`config.mk`:
```
export PLATFORM = sky130hd
export DESIGN_NAME = irq_controller
export DESIGN_NICKNAME = d
export VERILOG_FILES = /design/src/rtl/irq_controller.sv
export SDC_FILE = /design/constraint.sdc
export NUM_CORES = 1
export LEC_CHECK = 0
export ABC_AREA = 1
export BUFFER_PORTS_ARGS = -buffer_cell sky130_fd_sc_hd__buf_4
export CORE_UTILIZATION = 45
export CTS_BUF_LIST = sky130_fd_sc_hd__clkbuf_4
export DETAILED_ROUTE_END_ITERATION = 6
export GPL_TIMING_DRIVEN = 0
export PLACE_DENSITY = 0.73
export SLEW_MARGIN = 0
export SYNTH_ARGS = -nofsm -noshare
export SYNTH_HDL_FRONTEND = slang
export SYNTH_SLANG_ARGS = --single-unit
```
`constraint.sdc`:
```
create_clock -name clk -period 3.5 [get_ports clk]
set_clock_uncertainty 0.2 [all_clocks]
set_input_delay 0.525 -clock clk [delete_from_list [all_inputs] [get_ports clk]]
set_output_delay 0.525 -clock clk [all_outputs]
set_load 0.02 [all_outputs]
```
`src/rtl/irq_controller.sv`:
```
// 6502 interrupt controller: edge-detected maskable IRQ sources, NMI pulse shaper, 4-register bus window. Optional input synchronizers: IRQ_CTRL_INPUT_SYNC_EN.
// Latency: src_in rise to irq_n low 2 cycles (4 with sync), register reads 1 cycle; no backpressure, every bus access completes in one cycle.
module irq_controller #(
  parameter int NUM_SRC          = 8,
  parameter int NMI_PULSE_CYCLES = 4,
  parameter int NMI_GAP_CYCLES   = 2
) (
  input  logic               clk,
  input  logic               reset,
  input  logic [NUM_SRC-1:0] src_in,
  input  logic               nmi_src,
  input  logic               cs,
  input  logic               we,
  input  logic [1:0]         addr,
  input  logic [7:0]         data_in,
  output logic [7:0]         data_out,
  output logic               irq_n,
  output logic               nmi_n
);

  localparam logic [7:0] SRC_MASK = 8'((9'd1 << NUM_SRC) - 9'd1);

  localparam logic [1:0] ST_IDLE   = 2'd0;
  localparam logic [1:0] ST_ASSERT = 2'd1;
  localparam logic [1:0] ST_GAP    = 2'd2;

  localparam int CNT_MAX = (NMI_PULSE_CYCLES > NMI_GAP_CYCLES) ? NMI_PULSE_CYCLES : NMI_GAP_CYCLES;
  localparam int CNT_W   = $clog2(CNT_MAX);

  logic [NUM_SRC-1:0] src_s;
  logic               nmi_s;

`ifdef IRQ_CTRL_INPUT_SYNC_EN
  // History only becomes meaningful once the synchronizers have filled.
  localparam logic [1:0] ARM_CYCLES = 2'd3;

  logic [NUM_SRC-1:0] src_meta;
  logic               nmi_meta;

  always_ff @(posedge clk or posedge reset) begin
    if (reset) begin
      src_meta <= '0;
      src_s    <= '0;
      nmi_meta <= 1'b0;
      nmi_s    <= 1'b0;
    end else begin
      src_meta <= src_in;
      src_s    <= src_meta;
      nmi_meta <= nmi_src;
      nmi_s    <= nmi_meta;
    end
  end
`else
  localparam logic [1:0] ARM_CYCLES = 2'd1;

  assign src_s = src_in;
  assign nmi_s = nmi_src;
`endif

  logic [7:0] src_ext;
  logic [7:0] src_prev;
  logic       nmi_prev;
  logic [1:0] arm_cnt;
  logic       armed;
  logic [7:0] rise;
  logic       nmi_rise;

  always_comb begin
    src_ext                = '0;
    src_ext[NUM_SRC-1:0]   = src_s;
  end

  // History resets to 0, so the first cycles after reset only load it;
  // a line that is already high when reset drops must not look like an edge.
  assign armed    = (arm_cnt == ARM_CYCLES);
  assign rise     = armed ? (src_ext & ~src_prev) : 8'h00;
  assign nmi_rise = armed & nmi_s & ~nmi_prev;

  logic       wr_en;
  logic       rd_en;
  logic [7:0] w1c;
  logic [7:0] force_set;
  logic       sw_nmi;
  logic       nmi_set;

  assign wr_en     = cs & we;
  assign rd_en     = cs & ~we;
  assign w1c       = (wr_en && addr == 2'd0) ? (data_in & SRC_MASK) : 8'h00;
  assign force_set = (wr_en && addr == 2'd2) ? (data_in & SRC_MASK) : 8'h00;
  assign sw_nmi    = wr_en && (addr == 2'd3) && data_in[0];
  assign nmi_set   = nmi_rise | sw_nmi;

  logic [7:0] pending;
  logic [7:0] enable;
  logic [7:0] pending_nxt;
  logic [7:0] active;
  logic [7:0] vector;
  logic [7:0] rd_dat;

  // Clear is applied first so a simultaneous set always survives.
  assign pending_nxt = ((pending & ~w1c) | rise | force_set) & SRC_MASK;
  assign active      = pending & enable;

  always_comb begin
    vector = 8'h80;
    for (int i = 7; i >= 0; i--) begin
      if (active[i]) vector = {5'd0, 3'(i)};
    end
  end

  always_comb begin
    case (addr)
      2'd0:    rd_dat = pending;
      2'd1:    rd_dat = enable;
      2'd2:    rd_dat = 8'h00;
      default: rd_dat = vector;
    endcase
  end

  always_ff @(posedge clk or posedge reset) begin
    if (reset) begin
      src_prev <= '0;
      nmi_prev <= 1'b0;
      arm_cnt  <= '0;
      pending  <= '0;
      enable   <= '0;
      data_out <= '0;
      irq_n    <= 1'b1;
    end else begin
      src_prev <= src_ext;
      nmi_prev <= nmi_s;
      if (!armed) arm_cnt <= arm_cnt + 2'd1;
      pending <= pending_nxt;
      if (wr_en && addr == 2'd1) enable <= data_in & SRC_MASK;
      if (rd_en) data_out <= rd_dat;
      irq_n <= ~|active;
    end
  end

  logic [1:0]       nmi_state;
  logic [CNT_W-1:0] nmi_cnt;
  logic             nmi_req;

  // IDLE always lasts at least one cycle with nmi_n high, so it counts
  // toward the gap; GAP itself covers the remaining NMI_GAP_CYCLES-1.
  always_ff @(posedge clk or posedge reset) begin
    if (reset) begin
      nmi_state <= ST_IDLE;
      nmi_cnt   <= '0;
      nmi_req   <= 1'b0;
      nmi_n     <= 1'b1;
    end else begin
      nmi_req <= nmi_req | nmi_set;
      case (nmi_state)
        ST_IDLE: begin
          if (nmi_req) begin
            nmi_req   <= nmi_set;
            nmi_n     <= 1'b0;
            nmi_cnt   <= CNT_W'(NMI_PULSE_CYCLES - 1);
            nmi_state <= ST_ASSERT;
          end
        end
        ST_ASSERT: begin
          if (nmi_cnt == '0) begin
            nmi_n <= 1'b1;
            if (NMI_GAP_CYCLES > 1) begin
              nmi_cnt   <= CNT_W'(NMI_GAP_CYCLES - 2);
              nmi_state <= ST_GAP;
            end else begin
              nmi_state <= ST_IDLE;
            end
          end else begin
            nmi_cnt <= nmi_cnt - CNT_W'(1);
          end
        end
        ST_GAP: begin
          if (nmi_cnt == '0) nmi_state <= ST_IDLE;
          else               nmi_cnt   <= nmi_cnt - CNT_W'(1);
        end
        default: begin
          nmi_n     <= 1'b1;
          nmi_state <= ST_IDLE;
        end
      endcase
    end
  end

endmodule

```
==> flow_metrics.tcl, run 1 <==
set metrics [dict create \
    worstPathRequired_ns 2.77 \
    cts-root-buf "clkbuf_4" \
    die_w_um 68.87 \
    hold_violations 0 \
    die_area_um2 4742 \
    rsz0062_at_grt "false" \
    hold_path_class "in2reg" \
    max_slew_margin 0.4327 \
    cp_slowest_cell "dfstp_2" \
    cts_tree "yes" \
    io_pins 33 \
    drtPass1Iterations 4 \
    ir_drop_v 0.0003152 \
    syn-num-nets 253 \
    hpwl_mm 2.880 \
    grt_max_degree 43 \
    yosysUniqueCellTypes 30 \
    period_share 0.5014 \
    fillers 399 \
    synth_ff_type "dfrtp_1" \
    htree_levels 2 \
    finalNetCount 292 \
    cp_max_fo 2 \
    final-max-slew-violation-count 0 \
    drtIter0Drc 108 \
    numCtsBuffers 5 \
    wl_per_cell_um 12.27 \
    antenna_found_initial 0 \
    antenna_cells 0 \
    min_period_ns 1.755 \
    clockBufferDepth 2 \
    most-common-layout-cells "nand2_1, dfrtp_1, buf_4" \
    ant_nets 0 \
    criticalPathCategory "reg2out" \
    cts_setup_buffers 0 \
    critical_path.top_delay_family "flip-flops" \
    crit_path_max_incr_delay_ns 0.56 \
    setup_violations 0 \
    yosysWarningCount 0 \
    hold_slack_ns 0.08051 \
    critPathArrivalTime_ns 1.03 \
    cts.sinks 42 \
    grt_overflow 0 \
    grt_util_all_layers 0.1937 \
    clkLatencyLatePin_ns 0.35 \
    power_density_nw_per_um2 551.5 \
    die_h_um 68.87 \
    start_util 0.4855 \
    power_leakage_uw 0.001158 \
    io_buffers 32 \
    gp_congestion 0.8373 \
    status "finished clean" \
    ys_ff_latch 42 \
    syn_inst 223 \
    cp-end-kind "primary output" \
    maxCapViolations 0 \
    syn_avg_cell_area_um2 9.022 \
    viasPerCell 5.080 \
    row_count 23 \
    ctsResizeCount 0 \
    holdBufCountCts 0 \
    grt_pass1_vias 1531 \
    vias 1590 \
    tns_ns 0 \
    syn_area_um2 2012 \
    path_buf_inv 1 \
    wl_mm 3.840 \
    clk_pin_slew_worst_paths_ns 0.13 \
    async_flop_share 1.000 \
    critPathLaunchType "flop" \
    worstMarginPinSlew_ns 0.8497 \
    drive_gt1_frac 0.2510 \
    area_growth_pct 17.97 \
    grt_pass1_wl_mm 6.748 \
    core-area_um2 4144 \
    final_common_cell "nand2_1" \
    synth.yosys.seq_area_share 0.5236 \
    synth_edf_count 0 \
    fmax_mhz 569.8 \
    drcViolationCount 0 \
    crit_chain "buf_4" \
]
==> power breakdown <==
group	internal [uW]	leakage (uW)	total (uW)	switching, uW
sequential	573	0.000475	630	56.3
clock	78.3	0.0000312	244	165
combinational	176	0.000651	436	259
total	828	0.00116	1310	481
==> flip-flops by register name, indices dropped and copies added, names as in the netlist <==
| signal | cells |
|---|---|
| enable | 8 |
| nmi_state | 2 |
| nmi_n | 1 |
| pending | 8 |
| nmi_req | 1 |
| nmi_cnt | 2 |
| nmi_prev | 1 |
| data_out | 8 |
| src_prev | 8 |
| arm_cnt | 2 |
| irq_n | 1 |
==> per-stage QoR <==
stage / util / power [uW] / instance area [um^2] / instances / worst slack (ns)
floorplan: - / 942.5 / 2012 / 223 / 1.804
global placement: 0.5586 / 1057 / 2315 / 305 / 1.238
detailed placement: 0.5586 / 1075 / 2315 / 305 / 1.798
CTS: 0.5728 / 1322 / 2374 / 313 / 1.727
global route: 0.5728 / 1416 / 2374 / 313 / 1.695
finish: 0.5728 / 1309 / 2374 / 313 / 1.745
==> per-layer routing <==
metal / GRT usage / wire length (um) / vias up
met5: 0 / 0 / -
met4: 0.07143 / 44 / 0
met3: 0.03454 / 175 / 4
met2: 0.2998 / 1720 / 35
met1: 0.2702 / 1898 / 733
li1: - / - / 818
==> synthesized netlist by cell type, types with 2 or more instances <==
cell / number / area, um^2
a21oi_1: 15 / 75.07
a31oi_1: 2 / 12.51
buf_2: 2 / 10.01
buf_6: 2 / 22.52
dfrtp_1: 40 / 1001
dfstp_2: 2 / 52.55
ha_1: 7 / 87.58
inv_1: 23 / 86.33
inv_2: 2 / 7.510
nand2_1: 58 / 217.7
nand3_1: 13 / 65.06
nor2_1: 13 / 48.80
o211ai_1: 8 / 60.06
o21ai_0: 6 / 30.03
o21ai_1: 8 / 40.04
o21ai_2: 8 / 70.07
==> layout make-up <==
| class | count | area, um^2 | share of cell area |
|---|---|---|---|
| flip-flops and latches | 42 | 1054 | 0.4439 |
| well taps | 50 | 62.56 | 0.02636 |
| clock inverters | 3 | 21.27 | 0.008962 |
| plain buffers | 4 | 32.53 | 0.01371 |
| inverters | 26 | 100.1 | 0.04217 |
| multi-input cells | 151 | 825.8 | 0.3479 |
| clock buffers | 5 | 37.54 | 0.01581 |
| repair buffers | 32 | 240.2 | 0.1012 |
==> cells by family (layout without fill, tap and decap cells) <==
group | Yosys count | after routing | share of synthesized area
buf+inv | 30 | 70 | 0.06592
compound gates | 51 | 51 | 0.1629
xor+xnor | 1 | 1 | 0.004354
fa+ha+maj | 7 | 7 | 0.04353
simple gates | 92 | 92 | 0.1996
flops | 42 | 42 | 0.5236
==> worst paths after layout <==
kind / cells past startpoint / start / to / slack [ns]
min in group asynchronous: 2 / reset / nmi_prev / 0.14
max in group asynchronous: 2 / reset / pending[4] / 2.43
min reg2reg: 1 / src_prev[3] / pending[3] / 0.26
max: 1 / nmi_n / nmi_n / 1.75
min: 1 / src_in[3] / src_prev[3] / 0.08
max reg2reg: 7 / nmi_state[0] / nmi_state[1] / 1.89
Note: power is estimated with default switching activity, not from simulation.
==> run 2, diff against run 1 <==
==> constraint.sdc (replaced) <==
create_clock -name clk -period 1.65 [get_ports clk]
set_clock_uncertainty 0.2 [all_clocks]
set_input_delay 0.2475 -clock clk [delete_from_list [all_inputs] [get_ports clk]]
set_output_delay 0.2475 -clock clk [all_outputs]
set_load 0.02 [all_outputs]
==> flow_metrics.tcl, run 2 (same netlist as run 1, synthesis figures left out) <==
set metrics [dict create \
    switching_share 0.3682 \
    drtIter0Drc 91 \
    hold_depth 3 \
    status "finished clean" \
    hold_path_class "in2reg" \
    grt_overflow 0 \
    min_period_ns 1.595 \
    drcViolationCount 0 \
    io_buffers 32 \
    maxCapViolations 0 \
    crit_path_max_incr_delay_ns 0.53 \
    clockBufferDepth 2 \
    grt_pass1_vias 1645 \
    cp_slowest_cell "dlygate4sd3_1" \
    vias 1689 \
    antenna_cells 0 \
    hold_start "we" \
    wl_per_cell_um 11.97 \
    period_share 0.9667 \
    viasPerCell 5.057 \
    gp_congestion 0.8373 \
    hold_violations 0 \
    worstPathRequired_ns 1.69 \
    power_density_nw_per_um2 1125 \
    placed_cells 305 \
    wl_mm 3.999 \
    hold_end "nmi_req" \
    cp-end-kind "flop" \
    setup_violations 0 \
    cts-root-buf "clkbuf_4" \
    r2r-end "nmi_cnt[1]" \
    grt_util_all_layers 0.2022 \
    critical_path.top_delay_family "buffers and inverters" \
    layout.cells.non_filler 334 \
    drtPass1Iterations 4 \
    ant_nets 0 \
    numCtsBuffers 5 \
    tns_ns 0 \
    cts.sinks 42 \
    fmax_mhz 627.0 \
    htree_levels 2 \
    clkPwrFrac 0.179 \
    antenna_found_initial 0 \
    cp_max_fo 9 \
    p_sw_uw 1077 \
    r2r_cells 6 \
    cp_num_cells 7 \
    final-max-slew-violation-count 0 \
    grt_max_degree 43 \
    ir_drop_v 0.0006738 \
    die_w_um 68.87 \
    criticalPathCategory "in2reg" \
    clk_pin_slew_worst_paths_ns 0.13 \
    rsz0062_at_grt "false" \
    start_util 0.4855 \
    area_growth_pct 29.17 \
    fillers 385 \
    cts_tree "yes" \
    power_leakage_uw 0.001251 \
    io_pins 33 \
    critPathLaunchType "input port" \
    p_int_uw 1847 \
    hpwl_mm 2.880 \
    post-route-util 0.6271 \
    final_common_cell "nand2_1" \
    finalNetCount 313 \
    row_count 23 \
    reg2reg_from "nmi_state[0]" \
    die_h_um 68.87 \
    max_slew_margin 0.4304 \
    core-area_um2 4144 \
    drive_gt1_frac 0.2535 \
    path_buf_inv 3 \
    p_comb_frac 0.363 \
    crit_chain "dlygate4sd3_1, buf_4, or2_4, inv_4, nand2_4, o21ai_2, o211ai_1" \
    grt_pass1_wl_mm 7.079 \
    most-common-layout-cells "nand2_1, dfrtp_1, buf_4" \
    r2r_setup_slack_ns 0.09 \
    p_seq_frac 0.458 \
    clkLatencyLatePin_ns 0.35 \
    die_area_um2 4742 \
    critPathArrivalTime_ns 1.64 \
    worstMarginPinSlew_ns 0.8532 \
]
[run 2: cell count changes in the layout (fill, tap and decap cells not counted), sizes merged]
cell / previous run / this run
buf: 36 / 38
dlygate4sd3: 0 / 19
[run 2: worst max path at each step]
stage                       startpoint           end
final                          addr[1]    pending[5]
after global placement           reset   data_out[3]
after CTS                 nmi_state[0]  nmi_state[1]
after global routing      nmi_state[0]    nmi_cnt[0]
after floorplan           nmi_state[0]  nmi_state[1]
after detailed placement  nmi_state[0]  nmi_state[1]
[run 2: worst reg2reg max path, stage by stage, from the launching register on]
cell and delay [ns]:
dfrtp_1 0.41, buf_4 0.13, ha_1 0.25, o21ai_0 0.20, nand2_1 0.08, nand2_2 0.09
o21ai_0 0.09
[run 2: metal layers]
layer / part of all wire / track usage
met1: 0.49 / 0.2750
met2: 0.46 / 0.3240
met3: 0.042 / 0.03454
met4: 0.012 / 0.07143
met5: 0 / 0
[run 2: layout make-up]
class                      count  area (um^2)  area share
clock inverter                 3        21.27    0.008185
inverter                      26        100.1     0.03852
buffer                         4        32.53     0.01252
tap                           50        62.56     0.02407
sequential                    42         1054      0.4054
multi-input combinational    151        845.8      0.3255
clock buffer                   5        37.54     0.01444
timing repair buffer          53        445.4      0.1714
[run 2: through the flow]
| step | instance area [um^2] | power, uW | setup WS (ns) | hold WS, ns |
|---|---|---|---|---|
| after detailed placement | 2315 | 2280 | 0.05916 | 0.1678 |
| after global placement | 2315 | 2243 | -0.3342 | 0.1660 |
| after CTS | 2564 | 2839 | 0.03398 | 0.1004 |
| after floorplan | 2012 | 1999 | 0.1755 | 0.07893 |
| final | 2599 | 2923 | 0.05498 | 0.1037 |
| after global routing | 2599 | 3151 | 0.003338 | 0.1114 |
[run 2: power groups by stage]
stage               registers [uW]  clock network [uW]  logic [uW]
floorplan                     1390                   0         610
global placement              1350                   0         896
detailed placement            1360                   0         922
CTS                           1340                 542         962
global route                  1360                 575        1220
finish                        1340                 525        1060
[run 2: what timing repair did]
item	in CTS	in global routing
hold endpoints to repair	66	0
resized for setup	0	6
buffers inserted	0	2
setup endpoints to repair	0	5
hold buffers	19	0
